### src/rtl/sample_disassembler.sv
// Splits buffered 16-bit samples into two bytes on a valid/ready byte stream.
// A small FIFO decouples the sample producer from the byte consumer.
module sample_disassembler #(
  parameter int FIFO_DEPTH = 4,
  parameter bit LSB_FIRST  = 1'b1
) (
  input  logic                        clk,
  input  logic                        rst,
  input  logic                        flush,
  input  logic [15:0]                 sample_in,
  input  logic                        sample_valid,
  output logic                        sample_ready,
  output logic [7:0]                  byte_out,
  output logic                        byte_valid,
  input  logic                        byte_ready,
  output logic [$clog2(FIFO_DEPTH):0] fifo_count,
  output logic                        busy
);

  localparam int PTR_W = $clog2(FIFO_DEPTH);
  localparam int CNT_W = PTR_W + 1;
  localparam logic [CNT_W-1:0] DEPTH_C = CNT_W'(FIFO_DEPTH);

  typedef enum logic [1:0] {IDLE, FIRST, SECOND} state_e;

  logic [15:0]      mem_q [FIFO_DEPTH];
  logic [PTR_W-1:0] wr_ptr_q, rd_ptr_q;
  logic [CNT_W-1:0] count_q, count_d;
  state_e           state_q;
  logic [15:0]      hold_q;
  logic [7:0]       byte_q;
  logic             byte_valid_q;

  logic        push, pop, fifo_nonempty;
  logic [15:0] head;

  function automatic logic [7:0] first_byte(input logic [15:0] s);
    return LSB_FIRST ? s[7:0] : s[15:8];
  endfunction

  function automatic logic [7:0] second_byte(input logic [15:0] s);
    return LSB_FIRST ? s[15:8] : s[7:0];
  endfunction

  // Ready depends only on the registered count, so a same-cycle pop never frees a full FIFO.
  assign fifo_nonempty = (count_q != '0);
  assign sample_ready  = (count_q < DEPTH_C);
  assign push          = sample_valid && sample_ready && !flush && !rst;
  assign pop           = fifo_nonempty &&
                         ((state_q == IDLE) || ((state_q == SECOND) && byte_ready));
  assign head          = mem_q[rd_ptr_q];

  always_comb begin
    // NOTE: default assignment first so no path leaves count_d unassigned (no latch).
    count_d = count_q;
    case ({push, pop})
      2'b10:   count_d = count_q + 1'b1;
      2'b01:   count_d = count_q - 1'b1;
      default: count_d = count_q;
    endcase
  end

  // NOTE: sample storage is not reset; pointers and count alone define which entries are live.
  always_ff @(posedge clk) begin
    if (push) mem_q[wr_ptr_q] <= sample_in;
  end

  // NOTE: all state below uses non-blocking assignments so every register sees pre-edge values.
  always_ff @(posedge clk) begin
    if (rst || flush) begin
      wr_ptr_q     <= '0;
      rd_ptr_q     <= '0;
      count_q      <= '0;
      state_q      <= IDLE;
      hold_q       <= '0;
      byte_q       <= '0;
      byte_valid_q <= 1'b0;
    end else begin
      count_q <= count_d;
      if (push) wr_ptr_q <= wr_ptr_q + 1'b1;
      if (pop)  rd_ptr_q <= rd_ptr_q + 1'b1;

      case (state_q)
        IDLE: begin
          if (pop) begin
            hold_q       <= head;
            byte_q       <= first_byte(head);
            byte_valid_q <= 1'b1;
            state_q      <= FIRST;
          end
        end
        FIRST: begin
          if (byte_ready) begin
            byte_q  <= second_byte(hold_q);
            state_q <= SECOND;
          end
        end
        SECOND: begin
          if (byte_ready) begin
            if (pop) begin
              hold_q  <= head;
              byte_q  <= first_byte(head);
              state_q <= FIRST;
            end else begin
              byte_valid_q <= 1'b0;
              state_q      <= IDLE;
            end
          end
        end
        default: begin
          byte_valid_q <= 1'b0;
          state_q      <= IDLE;
        end
      endcase
    end
  end

  assign byte_out   = byte_q;
  assign byte_valid = byte_valid_q;
  assign fifo_count = count_q;
  assign busy       = (state_q != IDLE) || fifo_nonempty;

endmodule

### config.mk
export PLATFORM = sky130hd
export DESIGN_NAME = sample_disassembler
export DESIGN_NICKNAME = d
export VERILOG_FILES = /design/src/rtl/sample_disassembler.sv
export SDC_FILE = /design/constraint.sdc
export NUM_CORES = 1
export LEC_CHECK = 0
export BUFFER_PORTS_ARGS = -buffer_cell sky130_fd_sc_hd__buf_4
export CORE_ASPECT_RATIO = 0.7
export CORE_MARGIN = 5
export CORE_UTILIZATION = 40
export CTS_CLUSTER_DIAMETER = 40
export DETAILED_ROUTE_END_ITERATION = 7
export PLACE_DENSITY = 0.66
export SKIP_CTS_REPAIR_TIMING = 1
export SLEW_MARGIN = 20
export SYNTH_ARGS = -nofsm -noshare
export SYNTH_HDL_FRONTEND = slang
export SYNTH_SLANG_ARGS = --single-unit
### constraint.sdc
create_clock -name clk -period 3.1 [get_ports clk]
set_input_delay 0.465 -clock clk [delete_from_list [all_inputs] [get_ports clk]]
set_output_delay 0.465 -clock clk [all_outputs]
set_load 0.01 [all_outputs]
==> results.ini, run 1 <==
[floorplan]
io_pins = 35
coreArea_sq_um = 8930
die_area_sq_um = 11000
fp-row-count = 29
dieWidth_microns = 123
die_h_microns = 89.4
start_util_pct = 40.4

[worst_setup_path]
worstSetupStartpointType = register
rrSetupSlack_ns = 0.89
r2r_start = fifo_count[2]
slowest_delay_ns = 0.42
rr_worst_depth = 9
rr_endpoint = fifo_count[2]
path_class = reg -> reg
crit_path_max_fanout = 7
end_kind = register
cp.required_ns = 3.36
crit_slowest_cell = dfxtp_1
critPathMostFrequentCell = inv_1
cp_data_arrival_time_ns = 2.47
path_cells = and2b_1 -> nor2b_1 -> inv_1 -> ha_1 -> inv_1 -> fa_1 -> xor2_1 -> or3_1 -> a21oi_1

[power_and_ir_drop]
seqPwrFrac_pct = 53.2
p_sw_w = 0.000483
pwr-share-clk_pct = 41.6
power_density_nw_per_um2 = 586
p_leak_nw = 1.42
peakVddDrop_v = 0.000268
netSwitchingFraction_pct = 19.2
p_int_w = 0.00203
combPwrFrac_pct = 5.2

[timing]
setup_tns_ns = 0
worstMarginPinSlew_ns = 0.944
rsz0062_at_grt = no
drv_slew = 0
worst_clock_skew_ns = 0.00465
layout_min_cycle_time_ns = 2.21
setup_viol = 0
whs_ns = 0.331
finalCritPeriodShare_pct = 71.4
worst_slack_ns = 0.887
hold_viol_final = 0
slew_headroom_pct = 36.6
timing.fmax_mhz = 452

[final_layout]
num_antenna_cells = 0
fill_cells = 807
syn_to_final_growth_pct = 19.2
drive_above_1_share_pct = 28.0
num-nets-final = 290
seq_area_sq_um = 2480
utilization_pct = 48.1
stdcell_count = 392
multi_input_area_sq_um = 1030

[run_status]
status = finished, final reports clean

[routing]
vias_per_cell = 5.04
drt_wl_total_mm = 6.74
drc = 0
ant_nets = 0
vias = 1975
firstDrtPassIters = 4
dr.first_iter.drc_count = 178
wl_per_cell_microns = 17.2

[grt]
grtUsageMet1_pct = 18.7
grt_max_degree = 28
grt_util_all_layers_pct = 14.0
gr-usage-met3_pct = 5.19
antenna_found_initial = 0
use_met2_pct = 21.2
grt-busiest-layer = met2
grt_pass1_wl_mm = 11.1
overflow = 0
grt_pass1_vias = 2009

[synth]
synth_edf_count = 64
ys.flop_type = edfxtp_1
yosysSeqAreaShare_pct = 68.8
syn_nets = 248
synth_compound_area_share_pct = 6.52
ys_seq_elements = 92
netlist_area_sq_um = 3610
synth-xor-area-share_pct = 1.21
synth_cell_types = 39
postSynthCellCount = 221
synth-warning-count = 0
yosys.area_share.simple_pct = 6.11
async_reset_ff_share_pct = 0
synth_top_family_by_area = multiplexers
yosys.area_share.adder_pct = 2.29
synth.area.mux_share_pct = 12.2
syn_area_per_cell_sq_um = 16.3

[placed_design]
place.gp.congestion = 0.720
place_inst = 376
hpwl_mm = 4.38
io_buffers = 34
dp_slack_ns = 0.740

[clock_network]
htreeDepth = 3
clk_pin_slew_ns = 0.06
cts_tree = built
root_buffer = clkbuf_16
cts.sinks = 92
cts_buffers = 9
clock_path_buffers = 2
clkLatencyLatePin_ns = 0.33

[min_path]
worstHoldEndpoint = mem_q[1][8]
min_path_type = in -> reg
holdPathStages = 1
worstHoldStart = sample_in[8]

[job]
cap_violations = 0

==> layout make-up <==
type / instances / area share, %
Clock buffer: 13 / 5.82
Clock inverter: 3 / 0.873
Inverter: 8 / 0.699
Multi-Input combinational cell: 110 / 23.9
Sequential cell: 92 / 57.8
Tap cell: 124 / 3.61
Timing Repair Buffer: 42 / 7.34
==> through the flow <==
stage                     power [W]  cell area, sq um
after floorplan             0.00144              3610
after global placement      0.00149              4010
after detailed placement    0.00150              4010
after CTS                   0.00255              4300
after global routing        0.00262              4300
final                       0.00252              4300
==> worst max-delay path, delay by kind of cell, from the launching register on <==
kind | cells | cell delay (ns)
AO/OA/AOI/OAI | 1 | 0.16
buffers and inverters | 2 | 0.13
adder cells (fa/ha/maj) | 2 | 0.54
flip-flops | 1 | 0.42
AND/OR/NAND/NOR | 3 | 0.74
XOR/XNOR | 1 | 0.15
==> layout by cell type, fill, tap and decap left out, drive strengths merged, types with 3 or more instances in the layout <==
master  synthesis  final
edfxtp         64     64
buf             7     42
dfxtp          28     28
nor2           19     19
mux4           16     16
clkbuf          4     13
a21oi          12     12
inv             8      8
mux2i           8      8
a22oi           8      8
a32oi           7      7
ha              5      5
and2            4      4
xor2            3      3
nand2           3      3
nor3            3      3
or3             3      3
==> metal layers <==
metal / part of all wire [%] / vias up
met1: 47 / 981
met3: 6.4 / 4
met5: 0 / -
li1: - / 934
met2: 46 / 56
met4: 0.68 / 0
==> cells in the mapped netlist, drive strengths merged, types with 3 or more instances <==
cell,instances,area [sq um]
dfxtp,28,561
mux4,16,360
xor2,3,26.3
nor2,19,71.3
nor3,3,15.0
a32oi,7,61.3
edfxtp,64,1920
or3,3,23.8
clkbuf,4,16.3
a22oi,8,65.1
buf,7,55.1
and2,4,25.0
inv,8,30.0
nand2,3,11.3
ha,5,62.6
a21oi,12,60.1
mux2i,8,80.1
==> state kept, by name (all words and copies together), names as in the netlist, named ones only <==
signal and cells:
hold_q 8, mem_q 64, byte_out 8, wr_ptr_q 2, state_q 2, byte_valid 1
rd_ptr_q 2, fifo_count 3
==> power by group through the flow <==
stage                     clock network [W]  logic (W)  registers (W)
final                               0.00105   0.000130        0.00134
after global routing                0.00114   0.000145        0.00134
after CTS                           0.00107   0.000132        0.00134
after detailed placement                  0   0.000131        0.00137
after global placement                    0   0.000127        0.00137
after floorplan                           0  0.0000771        0.00136
==> worst max path at each step <==
stage                       start            end  depth (start not counted)
global placement            flush  fifo_count[2]                         10
finish              fifo_count[2]  fifo_count[2]                          9
detailed placement          flush  fifo_count[2]                         10
global route        fifo_count[2]  fifo_count[2]                          9
floorplan                   flush  fifo_count[2]                         10
CTS                 fifo_count[2]  fifo_count[2]                          9
==> cell families (layout without fill, tap and decap cells) <==
logic type                 after synthesis  in the layout
DFF                                     92             92
and+or+nand+nor                         43             43
AOI/OAI and AO/OA                       32             32
muxes                                   24             24
buffers and inverters                   19             66
adders and majority gates                6              6
xor gates and xnor gates                 5              5
Power figures use the tool's default switching activity.
==> inputs of run 2 (changes only) <==
Settings changed: PLACE_DENSITY 0.66 to 0.68.
Clock period 3.1 ns to 2 ns, I/O delays scaled along.
==> run 2 against run 1 <==
Compared with the run above:
- worst setup slack lost 0.82 ns
- sequential power is 54% higher
- sequential cell count stayed put
- cell count up 2.3%
- count of clock-buffer cells in the layout down 2
- via count is 1.4% higher
- routed wire length shrank 1.9%
- critical endpoint unchanged
==> results.ini, run 2 (synthesized netlist as in run 1, its figures left out) <==
[timing]
hold_viol_final = 0  ; unchanged
timing.fmax_mhz = 518  ; +15%
worstMarginPinSlew_ns = 0.972  ; +0.0277 ns
rsz0062_at_grt = yes
drv_slew = 0  ; unchanged
finalCritPeriodShare_pct = 96.6  ; +25 points
worst_slack_ns = 0.0685  ; -0.818 ns
layout_min_cycle_time_ns = 1.93  ; -0.282 ns
setup_viol = 0  ; unchanged
slew_headroom_pct = 34.7  ; -1.9 points
worst_clock_skew_ns = 0.00515  ; +0.000500 ns

[power_and_ir_drop]
combPwrFrac_pct = 5.9  ; +0.7 points
p_leak_nw = 1.48  ; +3.9%
power_density_nw_per_um2 = 856  ; +46%
seqPwrFrac_pct = 54.8  ; +1.6 points
p_int_w = 0.00300  ; +48%
p_sw_w = 0.000781  ; +62%
pwr-share-clk_pct = 39.4  ; -2.2 points
netSwitchingFraction_pct = 20.6  ; +1.4 points
peakVddDrop_v = 0.000487  ; +82%

[grt]
grt_pass1_vias = 1999  ; -0.50%
antenna_found_initial = 0  ; unchanged
grt_max_degree = 28  ; unchanged
overflow = 0  ; unchanged
grt_util_all_layers_pct = 13.2  ; -0.80 points
grt_pass1_wl_mm = 10.5  ; -4.7%

[placed_design]
place.gp.congestion = 0.783  ; +8.8%
hpwl_mm = 4.50  ; +2.7%
io_buffers = 34  ; unchanged
dp_slack_ns = 0.00526  ; -0.735 ns
place_inst = 382  ; +1.6%

[run_status]
status = finished, final reports clean

[final_layout]
top_register = mem_q
drive_above_1_share_pct = 34.3  ; +6.3 points
layout_commonest_cell = edfxtp_1
largest_reg_flops = 64  ; unchanged
seq_area_sq_um = 2490  ; +0.30%
stdcell_count = 401  ; +2.3%
num-nets-final = 299  ; +3.1%
num_antenna_cells = 0  ; unchanged
layout_common_cells = 64 x edfxtp_1, 47 x buf_4, 24 x dfxtp_1
syn_to_final_growth_pct = 22.7
fill_cells = 796  ; -1.4%
multi_input_area_sq_um = 1050  ; +2.6%

[worst_setup_path]
worstSetupStartpointType = register
path_cells = nor2b_1 -> nor3_2 -> ha_4 -> inv_1 -> fa_2 -> xor2_1 -> or3_1 -> a21oi_2
crit_slowest_cell = fa_2
cp_num_buf_inv = 1  ; -1
crit_path_max_fanout = 2  ; -5
rrSetupSlack_ns = 0.07  ; -0.82 ns
cp.required_ns = 2.27  ; -1.09 ns
cp_data_arrival_time_ns = 2.20  ; -0.27 ns
cp_top_family = simple AND/OR/NAND/NOR gates
rr_endpoint = fifo_count[2]
r2r_start = state_q[1]
crit_cells = 8  ; -1
end_kind = register
critPathCapture = fifo_count[2]
path_class = reg -> reg
crit_start = state_q[1]
rr_worst_depth = 8  ; -1
slowest_delay_ns = 0.33  ; -0.09 ns

[clock_network]
root_buffer = clkbuf_16
cts.sinks = 92  ; unchanged
clock_path_buffers = 2  ; unchanged
clk_pin_slew_ns = 0.06  ; about the same
cts_buffers = 9  ; unchanged
cts_tree = built
htreeDepth = 3  ; unchanged
clkLatencyLatePin_ns = 0.34  ; about the same

[floorplan]
fp-row-count = 29  ; unchanged
die_h_microns = 89.4  ; unchanged
dieWidth_microns = 123  ; unchanged
io_pins = 35  ; unchanged
coreArea_sq_um = 8930  ; unchanged
die_area_sq_um = 11000  ; unchanged
start_util_pct = 40.4  ; unchanged

[min_path]
min_path_type = in -> reg

[routing]
drt_wl_total_mm = 6.62  ; -1.9%
vias = 2003  ; +1.4%
dr.first_iter.drc_count = 168  ; -5.6%
vias_per_cell = 5.00  ; -0.86%
drc = 0  ; unchanged
firstDrtPassIters = 5  ; +1
ant_nets = 0  ; unchanged
wl_per_cell_microns = 16.5  ; -4.1%

[job]
cap_violations = 0  ; unchanged

run 2: changes by cell type in the layout (fill, tap and decap cells not counted), sizes merged:
| cell | change |
|---|---|
| bufinv | -1 |
| buf | +9 |
| clkinv | +2 |
| clkinvlp | +1 |
| clkbuf | -2 |
run 2: how the worst min path moves through the flow:
stage,start,to,slack (ns),cells after the start
floorplan,sample_in[0],mem_q[0][0],0.40,0
global placement,byte_valid,byte_valid,0.47,2
detailed placement,byte_valid,byte_valid,0.49,2
CTS,sample_in[8],mem_q[0][8],0.15,1
global route,sample_in[6],mem_q[2][6],0.15,1
finish,sample_in[8],mem_q[0][8],0.16,1
run 2: metal layers:
layer	share of wire, %	GRT usage, %
met3	6.5	5.00
met2	45	20.6
met4	0.80	3.62
met5	0	0
met1	47	17.4
run 2: worst reg2reg max path, delay by kind of cell (launching register included):
kind / cells / cell delay, ns
AO/OA/AOI/OAI: 1 / 0.12
XOR/XNOR: 1 / 0.15
adder cells (fa/ha/maj): 2 / 0.52
buffers and inverters: 1 / 0.05
flip-flops: 1 / 0.32
AND/OR/NAND/NOR: 3 / 0.73
run 2: power groups by stage:
stage          logic, W  clock network (W)  registers [W]
3_3_place_gp   0.000211                  0        0.00211
2_1_floorplan  0.000124                  0        0.00211
6_report       0.000222            0.00149        0.00207
5_1_grt        0.000244            0.00159        0.00207
4_1_cts        0.000218            0.00153        0.00207
3_5_place_dp   0.000217                  0        0.00212
run 2: final cells by class:
cell class              instances  share of cell area (%)
flip-flops and latches         92                    56.3
multi-input cells             110                    23.8
repair buffers                 51                    9.79
clock buffers                  11                    5.26
well taps                     124                    3.51
clock inverters                 5                   0.679
inverters                       8                   0.679
run 2: per-stage QoR:
| step | utilization (%) | total power [W] | hold slack (ns) | area (sq um) | setup TNS, ns |
|---|---|---|---|---|---|
| 2_1_floorplan | - | 0.00224 | 0.399 | 3630 | 0 |
| 4_1_cts | 49.2 | 0.00382 | 0.152 | 4390 | -0.0105 |
| 6_report | 49.6 | 0.00379 | 0.162 | 4420 | 0 |
| 5_1_grt | 49.6 | 0.00391 | 0.153 | 4420 | -0.0288 |
| 3_3_place_gp | 46.2 | 0.00232 | 0.467 | 4130 | 0 |
| 3_5_place_dp | 46.2 | 0.00233 | 0.489 | 4130 | 0 |
==> inputs of run 3 (changes only) <==
Settings changed: CTS_BUF_LIST set to sky130_fd_sc_hd__clkbuf_8, GPL_ROUTABILITY_DRIVEN set to 0, TNS_END_PERCENT set to 5.
==> run 3 against run 2 <==
Compared with the run above:
- sequential power about the same
- register-to-register slack is essentially flat
- clock skew rose by 0.0034 ns
- global-route usage rose by 0.057 points
- largest power group unchanged
- clock power is 30% lower
- via count shrank 0.65%
- critical path type unchanged
==> results.ini, run 3 (synthesized netlist as in run 1, its figures left out) <==
[worst_setup_path]
crit_cells = 8  ; unchanged
slowest_delay_ns = 0.33  ; about the same
crit_start = state_q[1]
path_cells = nor2b_1 -> nor3_2 -> ha_4 -> inv_1 -> fa_2 -> xor2_1 -> or3_1 -> a21oi_2
cp_top_family = simple AND/OR/NAND/NOR gates
rrSetupSlack_ns = 0.06  ; about the same
worstSetupStartpointType = register
end_kind = register
cp_data_arrival_time_ns = 2.23  ; +0.03 ns
critPathCapture = fifo_count[2]
rr_endpoint = fifo_count[2]
crit_path_max_fanout = 2  ; unchanged
r2r_start = state_q[1]
rr_worst_depth = 8  ; unchanged
path_class = reg -> reg
crit_slowest_cell = fa_2
cp_num_buf_inv = 1  ; unchanged
cp.required_ns = 2.29  ; +0.02 ns

[clock_network]
htreeDepth = 3  ; unchanged
cts.sinks = 92  ; unchanged
cts_tree = built
root_buffer = clkbuf_8
clkLatencyLatePin_ns = 0.36  ; +0.02 ns
cts_buffers = 9  ; unchanged
clk_pin_slew_ns = 0.08  ; +0.02 ns
clock_path_buffers = 2  ; unchanged

[final_layout]
syn_to_final_growth_pct = 19.9
num_antenna_cells = 0  ; unchanged
layout_common_cells = 64 x edfxtp_1, 47 x buf_4, 24 x dfxtp_1
top_register = mem_q
num-nets-final = 299  ; unchanged
layout_commonest_cell = edfxtp_1
utilization_pct = 48.4  ; -1.1 points
drive_above_1_share_pct = 34.3  ; unchanged
largest_reg_flops = 64  ; unchanged

[power_and_ir_drop]
peakVddDrop_v = 0.000412  ; -15%
total_power_w = 0.00333  ; -12%
power_density_nw_per_um2 = 770  ; -10%
p_leak_nw = 1.44  ; -2.6%

[timing]
worst_slack_ns = 0.0634  ; -0.00514 ns
worstMarginPinSlew_ns = 0.958  ; -0.0135 ns
rsz0062_at_grt = yes
timing.fmax_mhz = 516  ; -0.27%
finalCritPeriodShare_pct = 96.8  ; +0.26 points
hold_viol_final = 0  ; unchanged
layout_min_cycle_time_ns = 1.94  ; +0.00514 ns
drv_slew = 0  ; unchanged
slew_headroom_pct = 35.6  ; +0.91 points
setup_viol = 0  ; unchanged
worst_clock_skew_ns = 0.00850  ; +0.00335 ns

[routing]
drc = 0  ; unchanged
vias_per_cell = 4.96  ; -0.65%
drt_wl_total_mm = 6.56  ; -0.91%
firstDrtPassIters = 4  ; -1
vias = 1990  ; -0.65%
ant_nets = 0  ; unchanged
dr.first_iter.drc_count = 176  ; +4.8%
wl_per_cell_microns = 16.3  ; -0.91%

[grt]
grt_util_all_layers_pct = 13.2  ; +0.057 points
antenna_found_initial = 0  ; unchanged
grt_pass1_wl_mm = 10.6  ; +0.32%
grt_max_degree = 28  ; unchanged
overflow = 0  ; unchanged
grt_pass1_vias = 1988  ; -0.55%

[placed_design]
hpwl_mm = 4.50  ; unchanged
dp_slack_ns = 0.00526  ; unchanged
io_buffers = 34  ; unchanged

[floorplan]
start_util_pct = 40.4  ; unchanged
die_area_sq_um = 11000  ; unchanged
fp-row-count = 29  ; unchanged
io_pins = 35  ; unchanged
coreArea_sq_um = 8930  ; unchanged
die_h_microns = 89.4  ; unchanged
dieWidth_microns = 123  ; unchanged

[job]
cap_violations = 0  ; unchanged

[min_path]
min_path_type = in -> reg

[run_status]
status = finished, final reports clean

-- run 3: cell types whose count changed in the layout (fill, tap and decap cells not counted) --
| cell | delta |
|---|---|
| clkbuf_1 | -2 |
| clkbuf_16 | -9 |
| inv_1 | +2 |
| clkbuf_8 | +9 |
-- run 3: through the flow --
stage	TNS, ns	hold WS (ns)	cells	instance area, sq um
global placement	0	0.467	382	4130
finish	0	0.138	401	4320
detailed placement	0	0.489	382	4130
CTS	-0.0139	0.119	398	4290
floorplan	0	0.399	221	3630
global route	-0.0349	0.111	401	4320
-- run 3: cell type report --
type                    instances  area [sq um]
flip-flops and latches         92          2490
fillers                       808          4600
clock inverters                 7          37.5
well taps                     124           155
clock buffers                   9           124
inverters                       8          30.0
multi-input cells             110          1050
repair buffers                 51           433
-- run 3: worst min-delay path by stage --
| stage | endpoint | cells past startpoint | start | slack, ns |
|---|---|---|---|---|
| 2_1_floorplan | mem_q[0][0] | 0 | sample_in[0] | 0.40 |
| 3_3_place_gp | byte_valid | 2 | byte_valid | 0.47 |
| 3_5_place_dp | byte_valid | 2 | byte_valid | 0.49 |
| 4_1_cts | mem_q[0][8] | 1 | sample_in[8] | 0.12 |
| 5_1_grt | mem_q[2][6] | 1 | sample_in[6] | 0.11 |
| 6_report | mem_q[0][8] | 1 | sample_in[8] | 0.14 |
-- run 3: report_power, final --
group	internal (W)	switching [W]	total (W)
Clock	0.000436	0.000603	0.00104
Sequential	0.00206	0.0000128	0.00207
Combinational	0.000110	0.000111	0.000221
Total	0.00260	0.000727	0.00333
-- run 3: per-layer routing --
metal  vias to the layer above  global-route usage [%]  wire (microns)
met5                         -                       0               0
met4                         0                    3.92              63
met3                         7                    5.00             488
met2                        57                    20.4            2950
met1                       980                    17.7            3050
li1                        946                       -               -
